File: src/rtl/cpu_pkg.sv
// Shared ISA encodings, issue-FSM states and per-class execute lengths for the
// instruction issue stage.
package cpu_pkg;

  localparam logic [2:0] OP_MOV  = 3'b110;
  localparam logic [2:0] OP_ALU  = 3'b101;
  localparam logic [1:0] MOV_IMM = 2'b10;
  localparam logic [1:0] MOV_REG = 2'b00;
  localparam logic [1:0] CMP     = 2'b01;

  localparam logic [1:0] NSEL_RM = 2'b00;
  localparam logic [1:0] NSEL_RD = 2'b01;
  localparam logic [1:0] NSEL_RN = 2'b10;

  typedef enum logic [1:0] {
    S_IDLE,
    S_RUN,
    S_GAP
  } issue_state_e;

  localparam logic [2:0] LEN_MOV_IMM = 3'd2;
  localparam logic [2:0] LEN_MOV_REG = 3'd5;
  localparam logic [2:0] LEN_CMP     = 3'd4;
  localparam logic [2:0] LEN_ALU     = 3'd5;

  // Number of clocks the controller needs for an instruction; 0 means unsupported.
  function automatic logic [2:0] exec_len(input logic [15:0] instr);
    logic [2:0] len;
    len = 3'd0;
    if (instr[15:13] == OP_MOV && instr[12:11] == MOV_IMM)
      len = LEN_MOV_IMM;
    else if (instr[15:13] == OP_MOV && instr[12:11] == MOV_REG)
      len = LEN_MOV_REG;
    else if (instr[15:13] == OP_ALU)
      len = (instr[12:11] == CMP) ? LEN_CMP : LEN_ALU;
    return len;
  endfunction

endpackage

File: src/rtl/instr_fifo.sv
// Parameterised synchronous FIFO; a push while full is accepted only when a
// pop happens in the same cycle.
module instr_fifo #(
  parameter int DEPTH = 4,
  parameter int W     = 16,
  parameter int AW    = $clog2(DEPTH),
  parameter int CW    = $clog2(DEPTH) + 1
) (
  input  logic          clk,
  input  logic          reset,
  input  logic          push_i,
  input  logic          pop_i,
  input  logic [W-1:0]  din_i,
  output logic [W-1:0]  dout_o,
  output logic [CW-1:0] count_o,
  output logic          full_o,
  output logic          empty_o
);

  logic [W-1:0]  mem_q [DEPTH];
  logic [AW-1:0] wptr_q, rptr_q;
  logic [CW-1:0] count_q;
  logic          do_push, do_pop;

  assign full_o  = (count_q == CW'(DEPTH));
  assign empty_o = (count_q == '0);
  assign count_o = count_q;
  assign dout_o  = mem_q[rptr_q];

  assign do_pop  = pop_i && !empty_o;
  assign do_push = push_i && (!full_o || do_pop);

  always_ff @(posedge clk) begin
    if (reset) begin
      wptr_q  <= '0;
      rptr_q  <= '0;
      count_q <= '0;
    end else begin
      if (do_push) begin
        mem_q[wptr_q] <= din_i;
        wptr_q        <= wptr_q + AW'(1);
      end
      if (do_pop)
        rptr_q <= rptr_q + AW'(1);
      if (do_push && !do_pop)
        count_q <= count_q + CW'(1);
      else if (do_pop && !do_push)
        count_q <= count_q - CW'(1);
    end
  end

endmodule

File: src/rtl/instr_issue.sv
// Instruction buffer + decode ahead of the CPU controller: queues instructions,
// latches the head into IR and holds the controller's start for the class length.
module instr_issue
  import cpu_pkg::*;
#(
  parameter int DEPTH = 4,
  parameter int IW    = 16,
  parameter int CW    = $clog2(DEPTH) + 1
) (
  input  logic          clk,
  input  logic          reset,
  input  logic          in_valid,
  input  logic [IW-1:0] in_instr,
  output logic          in_ready,
  input  logic          w,
  input  logic [1:0]    nsel,
  output logic          s,
  output logic [2:0]    opcode,
  output logic [1:0]    op,
  output logic [1:0]    ALUop,
  output logic [1:0]    shift,
  output logic [2:0]    readnum,
  output logic [2:0]    writenum,
  output logic [15:0]   sximm8,
  output logic [15:0]   sximm5,
  output logic [CW-1:0] count,
  output logic          illegal,
  output logic          busy
);

  issue_state_e  state_q;
  logic [IW-1:0] ir_q;
  logic [2:0]    cnt_q;
  logic          s_q, illegal_q;

  logic [IW-1:0] head;
  logic          fifo_full, fifo_empty;
  logic          push, pop;
  logic [2:0]    head_len;

  // Pop is independent of in_valid, so in_ready may look at it without a loop.
  assign pop      = (state_q == S_IDLE) && !fifo_empty && w;
  assign in_ready = !fifo_full || pop;
  assign push     = in_valid && in_ready;
  assign head_len = exec_len(head);

  instr_fifo #(.DEPTH(DEPTH), .W(IW)) u_fifo (
    .clk     (clk),
    .reset   (reset),
    .push_i  (push),
    .pop_i   (pop),
    .din_i   (in_instr),
    .dout_o  (head),
    .count_o (count),
    .full_o  (fifo_full),
    .empty_o (fifo_empty)
  );

  always_ff @(posedge clk) begin
    if (reset) begin
      state_q   <= S_IDLE;
      ir_q      <= '0;
      cnt_q     <= '0;
      s_q       <= 1'b0;
      illegal_q <= 1'b0;
    end else begin
      illegal_q <= 1'b0;
      case (state_q)
        S_IDLE: begin
          if (pop) begin
            ir_q <= head;
            if (head_len != 3'd0) begin
              cnt_q   <= head_len;
              s_q     <= 1'b1;
              state_q <= S_RUN;
            end else begin
              illegal_q <= 1'b1;
            end
          end
        end
        S_RUN: begin
          if (cnt_q == 3'd1) begin
            s_q     <= 1'b0;
            state_q <= S_GAP;
          end else begin
            cnt_q <= cnt_q - 3'd1;
          end
        end
        S_GAP: state_q <= S_IDLE;
        default: begin
          s_q     <= 1'b0;
          state_q <= S_IDLE;
        end
      endcase
    end
  end

  assign s       = s_q;
  assign illegal = illegal_q;
  assign busy    = (state_q != S_IDLE);

  assign opcode = ir_q[15:13];
  assign op     = ir_q[12:11];
  assign ALUop  = ir_q[12:11];
  assign shift  = ir_q[4:3];
  assign sximm8 = {{8{ir_q[7]}}, ir_q[7:0]};
  assign sximm5 = {{11{ir_q[4]}}, ir_q[4:0]};

  always_comb begin
    readnum = 3'd0;
    case (nsel)
      NSEL_RM: readnum = ir_q[2:0];
      NSEL_RD: readnum = ir_q[7:5];
      NSEL_RN: readnum = ir_q[10:8];
      default: readnum = 3'd0;
    endcase
  end

  assign writenum = readnum;

endmodule

File: config.mk
export PLATFORM = sky130hd
export DESIGN_NAME = instr_issue
export DESIGN_NICKNAME = d
export VERILOG_FILES = /design/src/rtl/cpu_pkg.sv /design/src/rtl/instr_fifo.sv /design/src/rtl/instr_issue.sv
export SDC_FILE = /design/constraint.sdc
export NUM_CORES = 1
export LEC_CHECK = 0
export BUFFER_PORTS_ARGS = -buffer_cell sky130_fd_sc_hd__buf_4
export CORE_MARGIN = 5
export CORE_UTILIZATION = 25
export CTS_BUF_LIST = sky130_fd_sc_hd__clkbuf_4 sky130_fd_sc_hd__clkbuf_8 sky130_fd_sc_hd__clkbuf_16
export CTS_CLUSTER_DIAMETER = 150
export DETAILED_ROUTE_END_ITERATION = 6
export GPL_ROUTABILITY_DRIVEN = 0
export PLACE_DENSITY = 0.48
export SLEW_MARGIN = 20
export SYNTH_ARGS = -nofsm -noshare
export SYNTH_HDL_FRONTEND = slang
export SYNTH_SLANG_ARGS = --single-unit
export TNS_END_PERCENT = 50
File: constraint.sdc
create_clock -name clk -period 8.6 [get_ports clk]
set_clock_uncertainty 0.15 [all_clocks]
set_input_delay 0.86 -clock clk [delete_from_list [all_inputs] [get_ports clk]]
set_output_delay 0.86 -clock clk [all_outputs]
set_load 0.05 [all_outputs]
==> results of run 1 <==
[cells in the final DEF (no fill, tap or decap), types with 2 or more instances in the layout]
cell and n:
inv_1 11, nor2b_1 3, mux4_2 14, ha_1 7, xor2_1 3, or3_1 2, xnor2_1 2, edfxtp_1 64
nand2_1 42, a21oi_1 20, clkinv_4 2, a211o_1 2, clkbuf_16 9, buf_4 76, o21ai_0 6, nand2b_1 2
mux2i_1 4, dfxtp_1 32, nand3_1 3, mux4_1 2, and2_1 4, nor2_1 10
[kinds of logic after synthesis]
| logic type | count (synthesis) | share of synthesized area, % |
|---|---|---|
| muxes | 20 | 9.90 |
| adders and majority gates | 8 | 2.61 |
| xor gates and xnor gates | 5 | 1.06 |
| AOI/OAI and AO/OA | 37 | 6.01 |
| DFF | 96 | 62.2 |
| and+or+nand+nor | 72 | 7.93 |
| buffers and inverters | 66 | 10.3 |
[registers in the layout (all words and copies together) (netlist names), named ones only]
| signal | count |
|---|---|
| cnt_q | 3 |
| illegal | 1 |
| ir_q | 16 |
| s | 1 |
| state_q | 2 |
| u_fifo.count_o | 3 |
| u_fifo.mem_q | 64 |
| u_fifo.rptr_q | 2 |
| u_fifo.wptr_q | 2 |
[area by class of cell]
cell class / instances / area [sq um] / share of cell area (%)
flip-flops and latches: 96 / 2560 / 52.7
multi-input cells: 142 / 1130 / 23.3
repair buffers: 76 / 571 / 11.7
well taps: 220 / 275 / 5.66
clock buffers: 9 / 225 / 4.63
clock inverters: 7 / 55.1 / 1.13
inverters: 11 / 41.3 / 0.849
[power groups by stage]
stage,registers (uW),clock network [uW],logic [uW]
2_1_floorplan,609,0,510
3_3_place_gp,603,0,609
3_5_place_dp,606,0,614
4_1_cts,596,383,615
5_1_grt,603,405,652
6_report,594,375,606
[worst paths after layout]
check	from	endpoint	slack, ps	cells past startpoint
worst max-delay path	u_fifo.count_o[0]	u_fifo.count_o[2]	5320	9
worst min register to register	s	s	310	2
worst min-delay path	s	s	310	2
worst max register to register	u_fifo.count_o[0]	u_fifo.count_o[2]	5320	9
[worst min-delay path, stage by stage, from the launching register on]
cell and delay [ps]:
dfxtp_1 310, nand2_1 50, a21oi_1 50
[per-layer routing]
layer  global-route usage [%]  up-vias  part of all wire [%]
li1                         -     1110                     -
met1                     11.2     1126                    48
met2                     13.7       57                    45
met3                     2.73        9                   5.8
met4                     4.37        0                   2.0
met5                        0        -                     0
[through the flow]
step	util (%)	hold WS (ps)	power, uW	area, sq um	instances
after global placement	28.0	305	1210	4580	545
final	29.7	310	1570	4860	561
after global routing	29.7	333	1660	4860	561
after detailed placement	28.0	304	1220	4580	545
after CTS	29.7	314	1590	4860	561
after floorplan	-	286	1120	4120	304
==> reports/results.env, run 1 <==
CTS_BUFFERS=9
ANTENNA-DIODE-COUNT=0
AREAGROWTHSYNTHTOFINISH_PCT=18.0
MAXCAPVIOLATIONS=0
WORST_SETUP_PATH_START_KIND='flop'
TOTALNEGATIVESETUPSLACK_PS=0
POST_CTS_HOLD_BUFFER_COUNT=0
CLOCK_SINK_COUNT=96
FIN_WS_PS=5320
PEAK_SUPPLY_DROP_mV=0.113
FIRST_PASS_ITERS=4
CLKPWRFRAC_PCT=23.8
SETUP-VIOLATIONS-FINAL=0
PORTION_OF_TOTAL_POWER_ATTRIBUTED_TO_COMBINATIONAL_LOGIC_PCT=38.5
YOSYS_MOST_USED_DFF='edfxtp_1'
SYNTH_TOP_CELLS_BY_AREA='edfxtp_1 47%, dfxtp_1 16%, buf_4 8.0%'
FLOORPLAN.DIE.HEIGHT_UM=138
CLK_PATH_BUF_DEPTH=2
FINAL.MIN_CLOCK_PERIOD_PS=3280
DP_WORST_SETUP_SLACK_PS=5080
PWR-SHARE-SEQ_PCT=37.7
ROUTE.DETAILED.WL_PER_INST_UM=14.8
CRITICAL-PATH-MAX-STAGE-DELAY_PS=600
IO_BUFFER_COUNT=75
FILL_CELLS=1669
SYNTH_TOP_AREA_SHARE_PCT=46.6
MAX-SLEW-MARGIN-REL_PCT=36.9
POST_SYNTH_TOP_CELLS='64 x edfxtp_1, 44 x buf_4, 42 x nand2_1'
DRT_ITER0_MARKERS=157
TOTAL_SWITCHING_POWER_uW=629
PLACE_HPWL_MM=5.71
NUMBER_OF_GLOBAL_ROUTE_VIAS_BEFORE_REPAIR=2329
WORSTPATHBUFFERINVERTERCOUNT=2
POST_ROUTE_DRC_VIOLATION_COUNT=0
SLEW_VIOLATIONS=0
PATH_CLK_SLEW_PS=70
PWR_DENSITY_CELL_nW_PER_UM2=324
CP_SLOWEST_CELL='inv_1'
POST_CTS_RESIZED=0
MIN_PERIOD_OVER_PERIOD_PCT=38.2
GRT.TOTAL_USAGE_PCT=8.85
FINAL-HOLD-VIOLATION-COUNT=0
BOUNDARY_PIN_COUNT=76
INITIAL_CORE_UTIL_PCT=25.2
TIMING_WORST_SLEW_PIN_VALUE_PS=947
DRT_WL_TOTAL_MM=8.30
SYNTH-EDFF-COUNT=64
COREAREA_SQ_UM=16300
VIA_PER_INST=4.10
POST_ROUTE_CELLS_DRIVE_ABOVE_1_SHARE_PCT=32.6
GRT_ANTENNA_BEFORE_REPAIR=0
DIEAREA_SQ_UM=19100
WORST_EP_REQUIRED_TIME_PS=8730
SYN-INSTANCE-COUNT=304
YS_FF_LATCH=96
SYNTH_LARGEST_AREA_CELL='edfxtp_1'
MAX_FREQ_MHz=305
STATIC-LEAKAGE-POWER_uW=0.00177
CRITICAL_PATH.CELL_CHAIN='or3_1 -> and3_1 -> inv_1 -> ha_1 -> inv_1 -> fa_1 -> xor2_1 -> or3_1 -> a21oi_1'
SYNTH_NETS=334
GLOBAL_ROUTE_WIRE_LENGTH_BEFORE_REPAIR_MM=13.2
UNREPAIRED_SETUP_ENDPOINTS_AFTER_GLOBAL_ROUTING='false'
HOLD_CLASS='reg2reg'
SYNTH-SEQ-AREA-SHARE_PCT=62.2
P_INT_uW=946
SETUP.WORST_PATH.CLASS='reg2reg'
PIN_COUNT_OF_THE_BIGGEST_NET_ENTERING_GLOBAL_ROUTING=33
ROUTED-VIA-COUNT=2302
POSTCTSSETUPREPAIRBUFS=0
NNETSFINAL=366
STD_CELL_ROWS=47
CRIT_PATH_END_KIND='flop'
GRT_OVERFLOW=0
CLOCK_LATENCY_PS=340
YOSYSWARNINGCOUNT=0
SYNTH_AREA_PER_CELL_SQ_UM=13.6
NETSWITCHINGFRACTION_PCT=39.9
POST_SYNTH_INSTANCE_AREA_SQ_UM=4120
WORSTPATHMAXFANOUT=20
SYNTH-ASYNC-RESET-RATIO_PCT=0
TRITONCTS='built'
OUTCOME='completed'
TIMING.CRITICAL_PATH.MAX_DELAY_FAMILY='simple AND/OR/NAND/NOR gates'
SYNTHMOSTINSTANTIATEDCELL='edfxtp_1'
TIMING.CRITICAL_PATH.ARRIVAL_PS=3410
FP.DIEW_UM=138
CTS_MAX_LEVEL=3
CTSROOTBUFFERMASTER='clkbuf_16'
YOSYSUNIQUECELLTYPES=39
ANTENNA_VIOLATING_NETS_POST_ROUTE=0
Note: power is estimated with default switching activity, not from simulation.
==> run 2, diff against run 1 <==
--- a/config.mk
+++ b/config.mk
@@ -5,6 +5,7 @@
 export SDC_FILE = /design/constraint.sdc
 export NUM_CORES = 1
 export LEC_CHECK = 0
+export ABC_AREA = 1
 export BUFFER_PORTS_ARGS = -buffer_cell sky130_fd_sc_hd__buf_4
 export CORE_MARGIN = 5
 export CORE_UTILIZATION = 25
@@ -12,7 +13,7 @@
 export CTS_CLUSTER_DIAMETER = 150
 export DETAILED_ROUTE_END_ITERATION = 6
 export GPL_ROUTABILITY_DRIVEN = 0
-export PLACE_DENSITY = 0.48
+export PLACE_DENSITY = 0.49
 export SLEW_MARGIN = 20
 export SYNTH_ARGS = -nofsm -noshare
 export SYNTH_HDL_FRONTEND = slang
==> constraint.sdc (replaced) <==
create_clock -name clk -period 2.63 [get_ports clk]
set_clock_uncertainty 0.15 [all_clocks]
set_input_delay 0.263 -clock clk [delete_from_list [all_inputs] [get_ports clk]]
set_output_delay 0.263 -clock clk [all_outputs]
set_load 0.05 [all_outputs]
==> run 2 against run 1 <==
Effect of this change:
- area after synthesis up 5.3%
- first-iteration DRC count shrank 18%
- critical path depth grew 4
- hold slack got worse by 190 ps
- clock power grew to 3.5 times the previous value
- sequential cell count stayed put
- critical endpoint unchanged
- largest cell class unchanged
- largest power group unchanged
- highest routed layer unchanged
==> reports/results.env, run 2 <==
OUTCOME='completed'
PORTION_OF_TOTAL_POWER_ATTRIBUTED_TO_COMBINATIONAL_LOGIC_PCT=43.8
FILL_CELLS=1761
YS_FF_LATCH=96
TOTALNEGATIVESETUPSLACK_PS=0
CLKPWRFRAC_PCT=22.2
POST_ROUTE_CELLS_DRIVE_ABOVE_1_SHARE_PCT=27.3
DRT_ITER0_MARKERS=128
SYNTH_TOP_CELLS_BY_AREA='edfxtp_1 44%, dfxtp_1 15%, buf_4 8.0%'
PEAK_SUPPLY_DROP_mV=0.530
MAXCAPVIOLATIONS=0
HOLD_CLASS='in2reg'
CTSROOTBUFFERMASTER='clkbuf_16'
NUMBER_OF_GLOBAL_ROUTE_VIAS_BEFORE_REPAIR=2807
POST_SYNTH_TOP_CELLS='64 x edfxtp_1, 62 x nor2_1, 47 x nand2_1'
NUMPLACEDINSTANCES=676
PWR_DENSITY_CELL_nW_PER_UM2=1120
SYNTH-EDFF-COUNT=64
TIMING.CRITICAL_PATH.ARRIVAL_PS=2360
BOUNDARY_PIN_COUNT=76
AREAGROWTHSYNTHTOFINISH_PCT=22.8
CLOCK_SINK_COUNT=96
FINAL-HOLD-VIOLATION-COUNT=0
STDCELL_COUNT=709
SYNTH_LARGEST_AREA_CELL='edfxtp_1'
FIRST_PASS_ITERS=4
SYNTH_TOP_AREA_SHARE_PCT=44.3
ROUTE.DETAILED.WL_PER_INST_UM=13.3
SYNTH_AREA_PER_CELL_SQ_UM=10.2
IO_BUFFER_COUNT=75
SETUP-VIOLATIONS-FINAL=0
YOSYS_MOST_USED_DFF='edfxtp_1'
P_INT_uW=3380
FLOORPLAN.DIE.HEIGHT_UM=142
POST_ROUTE_DRC_VIOLATION_COUNT=0
GRT_OVERFLOW=0
GRT_ANTENNA_BEFORE_REPAIR=0
MIN_PERIOD_OVER_PERIOD_PCT=86.7
YOSYSWARNINGCOUNT=0
CTS_BUFFERS=9
FF2FF_PATH_DEPTH=13
DRT_WL_TOTAL_MM=9.42
SLEW_VIOLATIONS=0
HOLD_PATH_DEPTH=3
INITIAL_CORE_UTIL_PCT=25.3
SYNTH_NETS=455
SYNTH-ASYNC-RESET-RATIO_PCT=0
FP.DIEW_UM=142
LARGEST_REGISTER_FF_COUNT=64
SETUP.WORST_PATH.CLASS='reg2reg'
PIN_COUNT_OF_THE_BIGGEST_NET_ENTERING_GLOBAL_ROUTING=34
ANTENNA-DIODE-COUNT=0
WORST_EP_REQUIRED_TIME_PS=2710
CRIT_PATH_END_KIND='flop'
MAX_FREQ_MHz=439
TOTAL_SWITCHING_POWER_uW=2590
TIMING_WORST_SLEW_PIN_VALUE_PS=613
SYNTHMOSTINSTANTIATEDCELL='edfxtp_1'
POST_SYNTH_INSTANCE_AREA_SQ_UM=4340
STD_CELL_ROWS=48
POSTCTSSETUPREPAIRBUFS=0
MAX-SLEW-MARGIN-REL_PCT=59.1
CLK_PATH_BUF_DEPTH=2
NETSWITCHINGFRACTION_PCT=43.4
LARGEST_REGISTER_BY_FLOP_COUNT='u_fifo.mem_q'
SYNTH-SEQ-AREA-SHARE_PCT=59.1
TRITONCTS='built'
FINAL.MIN_CLOCK_PERIOD_PS=2280
CLOCK_LATENCY_PS=340
YOSYSUNIQUECELLTYPES=29
MOSTFREQUENTLAYOUTCELLS='86 x buf_4, 64 x edfxtp_1, 58 x nor2_1'
STATIC-LEAKAGE-POWER_uW=0.00215
MOSTFREQUENTLAYOUTCELL='buf_4'
UNREPAIRED_SETUP_ENDPOINTS_AFTER_GLOBAL_ROUTING='false'
PLACE_HPWL_MM=6.47
WORSTPATHMAXFANOUT=5
TOP_REGS='u_fifo.mem_q x64, ir_q x16'
GRT.TOTAL_USAGE_PCT=9.52
SYN-INSTANCE-COUNT=425
COREAREA_SQ_UM=17200
ROUTED-VIA-COUNT=2945
CTS_MAX_LEVEL=3
NNETSFINAL=509
GLOBAL_ROUTE_WIRE_LENGTH_BEFORE_REPAIR_MM=14.6
DIEAREA_SQ_UM=20100
VIA_PER_INST=4.15
WORST_SETUP_PATH_START_KIND='flop'
PWR-SHARE-SEQ_PCT=34.1
PATH_CLK_SLEW_PS=60
ANTENNA_VIOLATING_NETS_POST_ROUTE=0
run 2: cell count changes after synthesis, sizes merged, moves of 9 or more:
cell / before / now
nand3: 3 / 28
nor2: 11 / 64
o21ai: 6 / 47
mux4: 16 / 0
buf: 48 / 57
nand2: 42 / 60
a31oi: 0 / 11
inv: 11 / 30
run 2: what timing repair did:
action | in CTS | in global routing
hold buffers | 17 | 0
endpoints found under the hold margin | 69 | 0
resized for setup | 0 | 0
run 2: cells by family after synthesis:
group | Yosys count | synth area share, %
mux | 1 | 0.231
flops | 96 | 59.1
compound gates | 74 | 9.11
simple gates | 155 | 16.1
buf+inv | 90 | 12.8
fa+ha+maj | 8 | 2.48
xor+xnor | 1 | 0.202
run 2: metal layers:
metal  up-vias  part of all wire (%)  wire [um]  global-route usage (%)
met5         -                     0          0                       0
met4         0                   1.2        114                    3.33
met3        10                   5.3        498                    2.26
met2        73                    48       4550                    16.0
met1      1365                    45       4250                    12.0
li1       1497                     -          -                       -
run 2: power by group through the flow:
stage | clock (uW) | sequential [uW] | combinational (uW)
finish | 1320 | 2030 | 2610
global route | 1440 | 2060 | 2820
CTS | 1360 | 2040 | 2640
detailed placement | 0 | 2070 | 2620
global placement | 0 | 2060 | 2600
floorplan | 0 | 2090 | 2170
run 2: cell type report:
class	instances	area (sq um)	share of cell area (%)
sequential	96	2570	48.2
multi-input combinational	239	1240	23.2
timing repair buffer	103	816	15.3
tap	225	282	5.28
clock buffer	11	253	4.74
inverter	30	120	2.25
clock inverter	5	55.1	1.03
run 2: worst paths after layout:
| check | end | slack (ps) | from |
|---|---|---|---|
| setup reg to reg | u_fifo.count_o[2] | 350 | u_fifo.count_o[0] |
| hold / removal | u_fifo.wptr_q[1] | 120 | in_valid |
| hold reg to reg | u_fifo.rptr_q[1] | 320 | u_fifo.rptr_q[1] |
| setup / recovery | u_fifo.count_o[2] | 350 | u_fifo.count_o[0] |
run 2: critical path, cell delays in order, from the launching register on:
cell and delay (ps):
dfxtp_2 370, nor2_1 80, nand2_1 60, nand4_1 160
nand3_2 120, nand2_1 100, inv_1 90, ha_1 130
inv_1 60, fa_1 380, a21oi_1 140, o21ai_0 110
o21ai_0 170, a21oi_1 60
run 2: through the flow:
step | total power [uW] | hold slack [ps] | cell area (sq um) | util, % | worst slack, ps
2_1_floorplan | 4260 | 178 | 4360 | - | 35.3
3_3_place_gp | 4660 | 302 | 4850 | 28.2 | 377
3_5_place_dp | 4690 | 306 | 4850 | 28.2 | 341
4_1_cts | 6040 | 107 | 5330 | 31.0 | 328
5_1_grt | 6320 | 148 | 5330 | 31.0 | 24.4
6_report | 5960 | 117 | 5330 | 31.0 | 350
==> run 3, diff against run 2 <==
--- a/config.mk
+++ b/config.mk
@@ -9,7 +9,7 @@
 export BUFFER_PORTS_ARGS = -buffer_cell sky130_fd_sc_hd__buf_4
 export CORE_MARGIN = 5
 export CORE_UTILIZATION = 25
-export CTS_BUF_LIST = sky130_fd_sc_hd__clkbuf_4 sky130_fd_sc_hd__clkbuf_8 sky130_fd_sc_hd__clkbuf_16
+export CTS_BUF_LIST = sky130_fd_sc_hd__clkbuf_2
 export CTS_CLUSTER_DIAMETER = 150
 export DETAILED_ROUTE_END_ITERATION = 6
 export GPL_ROUTABILITY_DRIVEN = 0
==> run 3 against run 2 <==
Effect of this change:
- global-route usage is essentially flat
- core utilization shrank 1.0 points
- via count grew 0.10%
==> reports/results.env, run 3 (synthesis results as in run 2) <==
PEAK_SUPPLY_DROP_mV=0.520
MAX-SLEW-MARGIN-REL_PCT=58.8
LAYOUT.CORE_UTILIZATION_PCT=30.0
TIMING.CRITICAL_PATH.MAX_DELAY_FAMILY='simple AND/OR/NAND/NOR gates'
GLOBALROUTEMET1UTIL_PCT=11.9
SETUP-VIOLATIONS-FINAL=0
NUMBER_OF_GLOBAL_ROUTE_VIAS_BEFORE_REPAIR=2814
CRIT_PATH_END_KIND='flop'
STD_CELL_ROWS=48
GLOBAL_ROUTE_WIRE_LENGTH_BEFORE_REPAIR_MM=14.6
TRITONCTS='built'
FIRST_PASS_ITERS=4
CLK_PATH_BUF_DEPTH=2
HOLD_CLASS='in2reg'
SETUP.WORST_PATH.CLASS='reg2reg'
TIMING_WORST_SLEW_PIN_VALUE_PS=617
CTS_BUFFERS=9
POST_ROUTE_DRC_VIOLATION_COUNT=0
FP.DIEW_UM=142
POST_ROUTE_CELLS_DRIVE_ABOVE_1_SHARE_PCT=26.7
TOTALNEGATIVESETUPSLACK_PS=0
MOSTFREQUENTLAYOUTCELLS='86 x buf_4, 64 x edfxtp_1, 58 x nor2_1'
FF2FF_PATH_DEPTH=13
WORSTPATHBUFFERINVERTERCOUNT=2
OUTCOME='completed'
DPL-INSTANCE-AREA_SQ_UM=4850
AREAGROWTHSYNTHTOFINISH_PCT=18.6
LARGEST_REGISTER_BY_FLOP_COUNT='u_fifo.mem_q'
CTSROOTBUFFERMASTER='clkbuf_2'
CLOCK_SINK_COUNT=96
COREAREA_SQ_UM=17200
IO_BUFFER_COUNT=75
MIN_PERIOD_OVER_PERIOD_PCT=87.4
STATIC-LEAKAGE-POWER_uW=0.00208
WORST_SETUP_PATH_START_KIND='flop'
HOLD_PATH_DEPTH=3
ROUTED-VIA-COUNT=2948
GRT_OVERFLOW=0
ROUTE.DETAILED.WL_PER_INST_UM=13.3
WORSTPATHMAXFANOUT=5
PWR_DENSITY_CELL_nW_PER_UM2=1040
INITIAL_CORE_UTIL_PCT=25.3
GRT_ANTENNA_BEFORE_REPAIR=0
DRT_ITER0_MARKERS=118
NNETSFINAL=511
FINAL_HOLD_SLACK_PS=260
CRITICAL-PATH-MAX-STAGE-DELAY_PS=430
FINAL-HOLD-VIOLATION-COUNT=0
UNREPAIRED_SETUP_ENDPOINTS_AFTER_GLOBAL_ROUTING='false'
MOSTFREQUENTLAYOUTCELL='buf_4'
POST_CTS_RESIZED=0
GRT.TOTAL_USAGE_PCT=9.47
FLOORPLAN.DIE.HEIGHT_UM=142
SLEW_VIOLATIONS=0
CRITICAL_PATH.CELL_CHAIN='nor2_1 -> nand2_1 -> nand4_1 -> nand3_2 -> nand2_1 -> inv_1 -> ha_1 -> inv_1 -> fa_1 -> a21oi_1 -> o21ai_0 -> o21ai_0 -> a21oi_1'
TOP_REGS='u_fifo.mem_q x64, ir_q x16'
MAX_FREQ_MHz=435
FINISH.INSTANCE_AREA_SQ_UM=5150
PATH_CLK_SLEW_PS=260
DP_WORST_SETUP_SLACK_PS=341
FIN_WS_PS=331
CP_SLOWEST_CELL='dfxtp_2'
PIN_COUNT_OF_THE_BIGGEST_NET_ENTERING_GLOBAL_ROUTING=34
DRT_WL_TOTAL_MM=9.43
ANTENNA_VIOLATING_NETS_POST_ROUTE=0
CLOCK_LATENCY_PS=560
ROUTING_USAGE_ON_MET3_PCT=2.49
DIEAREA_SQ_UM=20100
PLACE_HPWL_MM=6.47
MULTI_INPUT_AREA_SQ_UM=1240
FINAL.MIN_CLOCK_PERIOD_PS=2300
FILL_CELLS=1784
BOUNDARY_PIN_COUNT=76
MAXCAPVIOLATIONS=0
VIA_PER_INST=4.15
ANTENNA-DIODE-COUNT=0
AREA.SEQUENTIAL_SQ_UM=2570
TOP_USAGE_LAYER='met2'
CTS_MAX_LEVEL=3
TIMING.CRITICAL_PATH.ARRIVAL_PS=2640
WORST_EP_REQUIRED_TIME_PS=2970
LARGEST_REGISTER_FF_COUNT=64
CRITICAL_PATH_CELL_COUNT=13
GRTUSAGEMET2_PCT=15.9
[run 3: cell types whose count changed in the layout (fill, tap and decap cells not counted), sizes merged]
cell / change
clkbuf: -2
clkinv: +2
dlygate4sd3: +2
[run 3: path summary, 6_finish.rpt]
| check | from | slack (ps) | end |
|---|---|---|---|
| worst min-delay path | reset | 260 | u_fifo.count_o[0] |
| worst max register to register | u_fifo.count_o[0] | 330 | u_fifo.count_o[2] |
| worst max-delay path | u_fifo.count_o[0] | 330 | u_fifo.count_o[2] |
| worst min register to register | u_fifo.rptr_q[1] | 330 | flop |
[run 3: repair_timing]
action                                 4_1_cts  5_1_grt
setup endpoints to repair                    0        0
buffers inserted                             0        0
endpoints found under the hold margin       71        0
hold buffers                                19        0
[run 3: final cells by class]
type                            instances  share of cell area, %
Sequential cell                        96                   49.9
Multi-Input combinational cell        239                   24.0
Tap cell                              225                   5.47
Timing Repair Buffer                  105                   16.2
Inverter                               30                   2.33
Clock inverter                          7                   1.22
Clock buffer                            9                  0.875
[run 3: metrics by stage]
stage | power [uW] | std cells
floorplan | 4260 | 425
global placement | 4660 | 676
detailed placement | 4690 | 676
CTS | 5400 | 711
global route | 5680 | 711
finish | 5330 | 711
[run 3: per-layer routing]
layer / up-vias / share of wire (%)
li1: 1495 / -
met1: 1359 / 44
met2: 82 / 48
met3: 12 / 6.2
met4: 0 / 1.4
met5: - / 0
[run 3: worst register-to-register path, delay by kind of cell, from the launching register on]
| family | cells | cell delay [ps] |
|---|---|---|
| AOI/OAI and AO/OA | 4 | 480 |
| adders and majority gates | 2 | 510 |
| buffers and inverters | 2 | 150 |
| DFF | 1 | 430 |
| and+or+nand+nor | 5 | 520 |
[run 3: power by group]
group / internal (uW) / switching, uW
logic: 758 / 1860
clock network: 210 / 479
registers: 1830 / 197
